## src/rtl/fetch_unit.sv

```systemverilog
// Purpose: holds the PC, fetches one instruction per imem handshake, issues it to decode, applies pc_sel.
// Latency: 1 cycle from imem_ack edge to instr_valid; best case 2 cycles per instruction.
// Backpressure: stalls in FETCH until imem_ack and in ISSUE until issue_ack; one instruction outstanding.
module fetch_unit #(
    parameter int          AW       = 8,
    parameter int          IW       = 16,
    parameter logic [AW-1:0] RESET_PC = '0
) (
    input  logic          clk,
    input  logic          rst,
    output logic [AW-1:0] imem_addr,
    output logic          imem_req,
    input  logic          imem_ack,
    input  logic [IW-1:0] imem_data,
    output logic [IW-1:0] instr,
    output logic [4:0]    opcode,
    output logic          instr_valid,
    input  logic          issue_ack,
    input  logic [2:0]    pc_sel,
    input  logic          zero,
    input  logic [AW-1:0] rs_val,
    output logic [AW-1:0] pc,
    output logic          halted
);

    typedef enum logic [1:0] {
        IDLE  = 2'd0,
        FETCH = 2'd1,
        ISSUE = 2'd2,
        HALT  = 2'd3
    } state_t;

    state_t        state_q, state_d;
    logic [AW-1:0] pc_q, pc_d;
    logic [IW-1:0] instr_q, instr_d;

    logic [AW-1:0] pc_inc;
    logic [AW-1:0] pc_br;
    logic [AW-1:0] next_pc;

    // Next-PC selection; all arithmetic wraps modulo 2^AW, offset is sign-extended instr[7:0]
    always_comb begin
        pc_inc  = pc_q + AW'(1);
        pc_br   = pc_inc + AW'($signed(instr_q[7:0]));
        next_pc = pc_inc;
        case (pc_sel)
            3'b000:  next_pc = pc_inc;
            3'b001:  next_pc = zero ? pc_br : pc_inc;
            3'b010:  next_pc = zero ? pc_inc : pc_br;
            3'b011:  next_pc = instr_q[AW-1:0];
            3'b100:  next_pc = rs_val;
            default: next_pc = pc_inc;   // 101 never commits a PC; 110/111 reserved as sequential
        endcase
    end

    // State transitions and datapath capture; handshakes are only honoured in their own state
    always_comb begin
        state_d = state_q;
        pc_d    = pc_q;
        instr_d = instr_q;
        case (state_q)
            IDLE: state_d = FETCH;
            FETCH: begin
                if (imem_ack) begin
                    instr_d = imem_data;
                    state_d = ISSUE;
                end
            end
            ISSUE: begin
                if (issue_ack) begin
                    if (pc_sel == 3'b101) begin
                        state_d = HALT;
                    end else begin
                        pc_d    = next_pc;
                        state_d = FETCH;
                    end
                end
            end
            HALT: state_d = HALT;
            default: state_d = IDLE;
        endcase
    end

    // State, PC and instruction registers; reset takes effect immediately
    always_ff @(posedge clk or posedge rst) begin
        if (rst) begin
            state_q <= IDLE;
            pc_q    <= RESET_PC;
            instr_q <= '0;
        end else begin
            state_q <= state_d;
            pc_q    <= pc_d;
            instr_q <= instr_d;
        end
    end

    // Handshake/status outputs decode registered state only
    assign imem_req    = (state_q == FETCH);
    assign instr_valid = (state_q == ISSUE);
    assign halted      = (state_q == HALT);
    assign imem_addr   = pc_q;
    assign pc          = pc_q;
    assign instr       = instr_q;
    assign opcode      = instr_q[IW-1:IW-5];

endmodule

```

## config.mk

```make
export PLATFORM = sky130hd
export DESIGN_NAME = fetch_unit
export DESIGN_NICKNAME = d
export VERILOG_FILES = /design/src/rtl/fetch_unit.sv
export SDC_FILE = /design/constraint.sdc
export NUM_CORES = 1
export LEC_CHECK = 0
export CAP_MARGIN = 5
export CORE_MARGIN = 2
export CORE_UTILIZATION = 40
export DETAILED_ROUTE_END_ITERATION = 7
export PLACE_DENSITY_LB_ADDON = 0.2
export SLEW_MARGIN = 20
export SYNTH_ARGS = -nofsm -noshare
export SYNTH_HDL_FRONTEND = slang
export SYNTH_SLANG_ARGS = --single-unit
```

## constraint.sdc

```tcl
create_clock -name clk -period 4.8 [get_ports clk]
set_input_delay 0.96 -clock clk [delete_from_list [all_inputs] [get_ports clk]]
set_output_delay 0.96 -clock clk [all_outputs]
set_load 0.01 [all_outputs]
```

==> flow_metrics.env, run 1 <==
export IMPL_numCtsBuffers=3
export IMPL_synthDistinctLibCells=40
export IMPL_die_w_um=71.3
export IMPL_crit_fanout=9
export IMPL_synth_most_common_cell="dfrtp_1"
export IMPL_finalWeightedCongestion=0.891
export IMPL_max_freq_mhz=367
export IMPL_grt_pass1_vias=1484
export IMPL_ios=72
export IMPL_wire_per_inst_um=14.4
export IMPL_crit_slowest_cell="dfrtp_1"
export IMPL_wirelength_mm=4.19
export IMPL_startpoint="imem_addr[0]"
export IMPL_drtAntennaViolNets=0
export IMPL_async_flop_share=1.00
export IMPL_grt_max_degree=27
export IMPL_fin_area_mm2=0.00254
export IMPL_critical_path_class="register to register"
export IMPL_synth_cells=181
export IMPL_setup_violations=0
export IMPL_crit_path_end="imem_addr[7]"
export IMPL_power_total_mw=1.68
export IMPL_synth_top_area_share=0.359
export IMPL_antenna_cells=0
export IMPL_period_needed_ps=2720
export IMPL_nNetsFinal=281
export IMPL_grt_setup_unrepaired="no"
export IMPL_hold_ws_ps=515
export IMPL_hold_viol=0
export IMPL_post_dp_hpwl_mm=3.27
export IMPL_cts_root_buf="clkbuf_8"
export IMPL_leakage_nw=1.07
export IMPL_syn_to_final_growth_pct=40.3
export IMPL_crit_arrival_ps=2940
export IMPL_htree_levels=1
export IMPL_grt_use_total=0.171
export IMPL_avgSynthCellArea_um2=10.0
export IMPL_layout_drive_gt1_share=0.117
export IMPL_grt_pass1_wl_mm=6.93
export IMPL_synth_nets=222
export IMPL_timing_rr_end="imem_addr[7]"
export IMPL_p_per_area_mw_per_mm2=662
export IMPL_synth_seq_cells=26
export IMPL_period_share=0.567
export IMPL_crit_chain="ha_1 -> nand3_1 -> xor2_1 -> inv_1 -> ha_1 -> a21o_1 -> a21o_1 -> a211oi_2 -> xnor2_1 -> o311a_1 -> o21ai_2"
export IMPL_synth_edf_count=0
export IMPL_synthFlopType="dfrtp_1"
export IMPL_synth_warnings=0
export IMPL_num_fill_cells=385
export IMPL_firstDrtPassIters=4
export IMPL_synth_area_mm2=0.00181
export IMPL_reg2reg_slack_ps=2080
export IMPL_start_kind="register"
export IMPL_dieHeight_um=71.3
export IMPL_clock_path_buffers=2
export IMPL_placed_cell_area_mm2=0.00247
export IMPL_overflow=0
export IMPL_end_kind="register"
export IMPL_design_die_area_mm2=0.00509
export IMPL_critical_path_max_stage_delay_ps=490
export IMPL_reg2reg_from="imem_addr[0]"
export IMPL_required_ps=5010
export IMPL_clk_latency_ps=280
export IMPL_clock_sinks=26
export IMPL_hp_class="register to register"
export IMPL_synthTopCellsByArea="dfrtp_1 (36%), mux2_2 (11%), ha_1 (5.5%), buf_4 (5.4%), xnor2_1 (4.3%)"
export IMPL_vias=1558
export IMPL_drv_cap=0
export IMPL_clk_pin_slew_ps=90
export IMPL_cts_resized=0
export IMPL_drc=0
export IMPL_fp_row_count=24
export IMPL_skew_ps=4.99
export IMPL_status="complete, no violations"
export IMPL_slew_limit_headroom=0.370
export IMPL_io_buffer_count=71
export IMPL_start_util=0.416
export IMPL_initialDrtViolationCount=86
export IMPL_cts_tree="done"
export IMPL_setup_tns_ps=0
export IMPL_yosys_area_top_type="dfrtp_1"
export IMPL_reg2reg_depth=11
export IMPL_worst_slew_pin_slew_ps=940
export IMPL_postCtsSetupBuffers=0
export IMPL_synth_common_cells="dfrtp_1 (26), mux2_2 (18), buf_4 (13)"
export IMPL_viasPerCell=5.35
export IMPL_coreArea_mm2=0.00435
export IMPL_vdd_drop_max_mv=0.360
export IMPL_antenna_found_initial=0
export IMPL_maxSlewViolCount=0
export IMPL_cts_hold_buf=0
export IMPL_seq_area_frac_synth=0.359
[power by group]
| part | internal (mW) | total (mW) | switching [mW] |
|---|---|---|---|
| Clock | 0.112 | 0.184 | 0.0720 |
| Combinational | 0.602 | 1.06 | 0.454 |
| Sequential | 0.320 | 0.443 | 0.123 |
[state kept, by name, summed over array words and instances (netlist names)]
signal and flops:
state_q 2, imem_addr 8, instr 16
[cell families (layout without fill, tap and decap cells)]
logic type                 after synthesis  after routing  synth area share
DFF                                     26             26             0.359
adders and majority gates                9              9            0.0663
AOI/OAI and AO/OA                       50             50             0.183
xor gates and xnor gates                14             14            0.0752
muxes                                   20             20             0.130
and+or+nand+nor                         39             39             0.110
buffers and inverters                   23             81            0.0766
[worst max-delay path: cells and delay by family, from the launching register on]
| family | cells | cell delay [ps] |
|---|---|---|
| compound gates | 5 | 1070 |
| xor+xnor | 2 | 280 |
| fa+ha+maj | 2 | 640 |
| buf+inv | 1 | 60 |
| flops | 1 | 490 |
| simple gates | 1 | 110 |
[final cells by class]
cell class	instances	area, um^2	area share
clock buffers	3	41.3	0.0162
clock inverters	1	30.0	0.0118
inverters	6	22.5	0.00885
multi-input cells	132	1020	0.402
flip-flops and latches	26	651	0.256
well taps	52	65.1	0.0256
repair buffers	71	711	0.279
[layer usage]
layer | vias to the layer above | routed length [um] | global-route usage
li1 | 761 | - | -
met4 | 0 | 19 | 0.0335
met1 | 741 | 1900 | 0.231
met3 | 2 | 364 | 0.0605
met5 | - | 0 | 0
met2 | 54 | 1910 | 0.266
[worst min path at each step]
stage | startpoint | endpoint | slack [ps] | cells after the start
2_1_floorplan | instr[10] | instr[10] | 550 | 1
4_1_cts | instr[10] | instr[10] | 520 | 1
5_1_grt | instr[10] | instr[10] | 550 | 1
6_report | instr[10] | instr[10] | 510 | 1
3_5_place_dp | instr[10] | instr[10] | 500 | 1
3_3_place_gp | instr[10] | instr[10] | 490 | 1
[cell usage in the layout (no fill, tap or decap), types with 3 or more instances in the layout]
cell and count:
clkdlybuf4s50_1 71, dfrtp_1 26, mux2_2 18, o21ai_0 12, a21oi_1 12, nand2_1 11
xnor2_1 9, ha_1 8, nor2_1 6, nand3_1 5, inv_1 5, and3_1 4
xor2_1 4, a21o_1 4, nor3_1 3, a31oi_1 3, a22oi_1 3, a211oi_1 3
clkbuf_8 3
[per-stage QoR]
stage	setup WS (ps)	instances	utilization
3_3_place_gp	1990	287	0.568
2_1_floorplan	2270	181	-
4_1_cts	2080	291	0.584
6_report	2080	291	0.584
3_5_place_dp	1940	287	0.568
5_1_grt	1850	291	0.584
Power figures use the tool's default switching activity.
==> inputs of run 2 (changes only) <==
Clock period 4.8 ns to 2.66 ns, I/O delays scaled along.
==> run 2 against run 1 <==
  * Global-route usage grew 1.8 points
  * Hold slack lost 0.60 ps
  * Clock skew rose by 8.8 ps
  * Combinational power increased by 96%
  * First-iteration DRC count is 12% higher
  * Final area up 4.4%
  * Register-to-register slack worse by 1900 ps
  * Die area unchanged
  * Sequential power rose by 73%
  * Setup slack got worse by 1900 ps
  * Fmax up 8.6%
  * Power rose by 89%
  * Critical path type unchanged
  * Critical endpoint unchanged
  * Largest cell class unchanged
  * Largest power group unchanged
==> flow_metrics.env, run 2 (same netlist as run 1, synthesis figures left out) <==
export IMPL_viasPerCell=5.40
export IMPL_setup_violations=0
export IMPL_skew_ps=13.8
export IMPL_hp_class="register to register"
export IMPL_startpoint="imem_addr[3]"
export IMPL_grt_use_total=0.188
export IMPL_die_w_um=71.3
export IMPL_grt_pass1_wl_mm=7.60
export IMPL_crit_fanout=4
export IMPL_leakage_nw=1.14
export IMPL_overflow=0
export IMPL_hp_start="instr[10]"
export IMPL_grt_pass1_vias=1620
export IMPL_crit_slowest_cell="dfrtp_2"
export IMPL_fp_row_count=24
export IMPL_start_kind="register"
export IMPL_period_needed_ps=2510
export IMPL_post_dp_hpwl_mm=3.48
export IMPL_numCtsBuffers=3
export IMPL_maxSlewViolCount=0
export IMPL_cts_tree="done"
export IMPL_initialDrtViolationCount=96
export IMPL_vdd_drop_max_mv=0.804
export IMPL_wire_per_inst_um=15.3
export IMPL_drtAntennaViolNets=0
export IMPL_start_util=0.416
export IMPL_dieHeight_um=71.3
export IMPL_io_buffer_count=71
export IMPL_nNetsFinal=294
export IMPL_end_kind="register"
export IMPL_clock_sinks=26
export IMPL_coreArea_mm2=0.00435
export IMPL_crit_chain="and3_1 -> and3_1 -> xnor2_1 -> inv_1 -> ha_1 -> a21o_1 -> a211oi_2 -> xnor2_1 -> o311a_1 -> o21ai_2"
export IMPL_critical_path_max_stage_delay_ps=440
export IMPL_reg2reg_depth=10
export IMPL_design_die_area_mm2=0.00509
export IMPL_firstDrtPassIters=4
export IMPL_htree_levels=1
export IMPL_wirelength_mm=4.66
export IMPL_slew_limit_headroom=0.728
export IMPL_final_common_cell="clkdlybuf4s50_1"
export IMPL_path_depth=10
export IMPL_min_delay_path_depth=1
export IMPL_cpLargestDelayFamily="compound AO/OA/AOI/OAI gates"
export IMPL_cts_root_buf="clkbuf_8"
export IMPL_critical_path_class="register to register"
export IMPL_clk_pin_slew_ps=110
export IMPL_clk_latency_ps=280
export IMPL_antenna_found_initial=0
export IMPL_mostFrequentLayoutCells="clkdlybuf4s50_1 (71), dfrtp_1 (24), mux2_2 (18)"
export IMPL_required_ps=2880
export IMPL_worst_slew_pin_slew_ps=408
export IMPL_reg2reg_from="imem_addr[3]"
export IMPL_drv_cap=0
export IMPL_layout_drive_gt1_share=0.179
export IMPL_critical_path_buf_inv_count=1
export IMPL_syn_to_final_growth_pct=46.5
export IMPL_p_per_area_mw_per_mm2=1200
export IMPL_ios=72
export IMPL_crit_arrival_ps=2720
export IMPL_largest_register_ffs=16
export IMPL_clock_path_buffers=2
export IMPL_status="complete, no violations"
export IMPL_setup_tns_ps=0
export IMPL_grt_max_degree=27
export IMPL_vias=1642
export IMPL_antenna_cells=0
export IMPL_hold_viol=0
export IMPL_finalWeightedCongestion=0.838
export IMPL_max_freq_mhz=399
export IMPL_period_share=0.942
export IMPL_drc=0
export IMPL_power_total_mw=3.18
export IMPL_num_fill_cells=372
export IMPL_grt_setup_unrepaired="no"
## run 2: cell count changes in the layout (fill, tap and decap cells not counted), sizes merged
cell,change
clkinv,-1
buf,+13
inv,+1
## run 2: cell type report
type | count | area (um^2) | area share
Sequential cell | 26 | 653 | 0.246
Clock buffer | 3 | 41.3 | 0.0155
Multi-Input combinational cell | 132 | 1040 | 0.390
Timing Repair Buffer | 84 | 808 | 0.304
Clock inverter | 1 | 30.0 | 0.0113
Inverter | 6 | 22.5 | 0.00848
Tap cell | 52 | 65.1 | 0.0245
## run 2: worst register-to-register path, delay by kind of cell, from the launching register on
kind	cells	cell delay, ps
AOI/OAI and AO/OA	4	890
DFF	1	440
buffers and inverters	1	70
xor gates and xnor gates	2	300
and+or+nand+nor	2	420
adders and majority gates	1	330
## run 2: worst paths after layout
check                               end  slack, ps
setup / recovery           imem_addr[7]        150
hold / removal                instr[10]        510
setup reg to reg           imem_addr[7]        150
hold reg to reg               instr[10]        510
max in group asynchronous  imem_addr[3]       1790
min in group asynchronous  imem_addr[1]        600
## run 2: power breakdown
group          switching [mW]  internal, mW
combinational           0.905          1.17
sequential              0.185         0.580
clock                   0.138         0.202
total                    1.23          1.95
## run 2: routing by layer
| metal | wire length, um | global-route usage | up-vias | share of wire |
|---|---|---|---|---|
| met2 | 2240 | 0.314 | 61 | 0.48 |
| met1 | 2010 | 0.237 | 787 | 0.43 |
| li1 | - | - | 786 | - |
| met5 | 0 | 0 | - | 0 |
| met3 | 345 | 0.0591 | 8 | 0.074 |
| met4 | 57 | 0.0503 | 0 | 0.012 |
## run 2: stage by stage
| step | util | setup WS (ps) | instance area, um^2 | hold slack (ps) | std cells |
|---|---|---|---|---|---|
| floorplan | - | 128 | 1810 | 550 | 181 |
| global placement | 0.585 | 161 | 2550 | 487 | 297 |
| detailed placement | 0.585 | 155 | 2550 | 497 | 297 |
| CTS | 0.601 | 109 | 2620 | 520 | 301 |
| global route | 0.610 | 20.6 | 2660 | 548 | 304 |
| finish | 0.610 | 154 | 2660 | 514 | 304 |
## run 2: repair_timing
| item | 4_1_cts | 5_1_grt |
|---|---|---|
| hold buffers | 0 | 0 |
| buffers inserted | 0 | 3 |
| endpoints found under the setup margin | 0 | 1 |
| resized for setup | 0 | 5 |
==> inputs of run 3 (changes only) <==
Settings changed: CORE_MARGIN 2 to not set.
==> run 3 against run 2 <==
  * Sequential power up 0.7%
  * Non-clock buffer count decreased by 3
  * Largest power group unchanged
  * Sequential share of layout area is 0.22 points higher
  * Global-route usage rose by 0.14 points
  * Routed wire length shrank 6.7%
  * Clock skew is 6.4 ps lower
  * Highest routed layer unchanged
==> flow_metrics.env, run 3 (same netlist as run 1, synthesis figures left out) <==
export IMPL_status="complete, no violations"
export IMPL_overflow=0
export IMPL_cts_root_buf="clkbuf_8"
export IMPL_reg2reg_slack_ps=140
export IMPL_worst_slew_pin_slew_ps=448
export IMPL_multiInputGateArea_mm2=0.00103
export IMPL_critical_path_max_stage_delay_ps=400
export IMPL_vdd_drop_max_mv=0.693
export IMPL_maxSlewViolCount=0
export IMPL_cts_tree="done"
export IMPL_die_w_um=69.3
export IMPL_antenna_found_initial=0
export IMPL_clock_path_buffers=2
export IMPL_setup_violations=0
export IMPL_cpLargestDelayFamily="compound AO/OA/AOI/OAI gates"
export IMPL_mostFrequentLayoutCells="clkdlybuf4s50_1 (71), dfrtp_1 (25), mux2_2 (18)"
export IMPL_critical_path_buf_inv_count=1
export IMPL_largest_register_ffs=16
export IMPL_clock_sinks=26
export IMPL_grt_pass1_vias=1531
export IMPL_nNetsFinal=291
export IMPL_crit_chain="ha_1 -> buf_4 -> xor2_1 -> ha_1 -> o21ai_0 -> nor3_1 -> a211oi_2 -> xnor2_1 -> o311a_1 -> o21ai_2"
export IMPL_drv_cap=0
export IMPL_dieHeight_um=69.3
export IMPL_cts_resized=0
export IMPL_cts_hold_buf=0
export IMPL_ios=72
export IMPL_design_die_area_mm2=0.00481
export IMPL_crit_slowest_cell="dfrtp_1"
export IMPL_grt_setup_unrepaired="no"
export IMPL_hold_viol=0
export IMPL_layout_drive_gt1_share=0.161
export IMPL_htree_levels=1
export IMPL_end_kind="register"
export IMPL_min_delay_path_depth=1
export IMPL_antenna_cells=0
export IMPL_clk_latency_ps=270
export IMPL_finalWeightedCongestion=0.929
export IMPL_clk_pin_slew_ps=100
export IMPL_hp_start="instr[8]"
export IMPL_crit_arrival_ps=2730
export IMPL_skew_ps=7.35
export IMPL_fp_row_count=24
export IMPL_firstDrtPassIters=5
export IMPL_crit_fanout=5
export IMPL_reg2reg_depth=10
export IMPL_grt_max_degree=27
export IMPL_regArea_um2=652
export IMPL_vias=1607
export IMPL_io_buffer_count=71
export IMPL_path_common_cell="ha_1"
export IMPL_start_util=0.416
export IMPL_power_total_mw=3.12
export IMPL_max_freq_mhz=397
export IMPL_initialDrtViolationCount=94
export IMPL_start_kind="register"
export IMPL_required_ps=2870
export IMPL_drtAntennaViolNets=0
export IMPL_p_per_area_mw_per_mm2=1190
export IMPL_whs_endpoint="instr[8]"
export IMPL_timing_rr_end="imem_addr[7]"
export IMPL_viasPerCell=5.34
export IMPL_setup_tns_ps=0
export IMPL_reg2reg_from="imem_addr[0]"
export IMPL_syn_to_final_growth_pct=44.9
export IMPL_drc=0
export IMPL_grt_use_total=0.190
export IMPL_wire_per_inst_um=14.4
export IMPL_leakage_nw=1.13
export IMPL_postCtsSetupBuffers=0
export IMPL_period_needed_ps=2520
export IMPL_period_share=0.946
export IMPL_num_fill_cells=366
export IMPL_coreArea_mm2=0.00435
export IMPL_hp_class="register to register"
export IMPL_critical_path_class="register to register"
export IMPL_grt_pass1_wl_mm=7.35
export IMPL_final_common_cell="clkdlybuf4s50_1"
export IMPL_wirelength_mm=4.34
export IMPL_numCtsBuffers=3
export IMPL_post_dp_hpwl_mm=3.31
export IMPL_slew_limit_headroom=0.700
-- run 3: per-stage QoR --
| stage | hold WS [ps] | worst slack, ps | util | area (um^2) | cells |
|---|---|---|---|---|---|
| 2_1_floorplan | 550 | 128 | - | 1810 | 181 |
| 3_3_place_gp | 487 | 180 | 0.585 | 2550 | 297 |
| 3_5_place_dp | 493 | 145 | 0.585 | 2550 | 297 |
| 4_1_cts | 516 | 105 | 0.601 | 2620 | 301 |
| 5_1_grt | 532 | 0.0333 | 0.603 | 2630 | 301 |
| 6_report | 512 | 143 | 0.603 | 2630 | 301 |
-- run 3: how the worst max path moves through the flow --
stage	startpoint	endpoint	slack, ps	cells after the start
floorplan	imem_addr[0]	imem_addr[7]	130	11
global route	imem_addr[0]	imem_addr[7]	0.03	10
global placement	imem_addr[3]	imem_addr[7]	180	10
detailed placement	imem_addr[3]	imem_addr[7]	150	10
CTS	imem_addr[3]	imem_addr[7]	110	10
finish	imem_addr[0]	imem_addr[7]	140	10
-- run 3: report_power, final --
part	internal, mW	total, mW	leakage [nW]	switching (mW)
sequential	0.579	0.770	0.307	0.192
clock	0.201	0.334	0.0357	0.132
combinational	1.15	2.02	0.783	0.873
-- run 3: area by class of cell --
type	count	share of cell area
Clock inverter	1	0.0114
Tap cell	52	0.0248
Multi-Input combinational cell	132	0.392
Inverter	6	0.00857
Clock buffer	3	0.0157
Sequential cell	26	0.248
Timing Repair Buffer	81	0.299
-- run 3: layer usage --
layer / track usage / part of all wire / vias up
met3: 0.0436 / 0.068 / 4
met5: 0 / 0 / -
met1: 0.262 / 0.46 / 760
li1: - / - / 780
met2: 0.314 / 0.47 / 63
met4: 0.0204 / 0.0076 / 0
-- run 3: worst reg2reg max path, stage by stage, from the launching register on --
cell      delay (ps)
dfrtp_1          400
ha_1             210
buf_4            150
xor2_1           170
ha_1             350
o21ai_0          290
nor3_1           110
a211oi_2         240
xnor2_1          100
o311a_1          340
o21ai_2          110
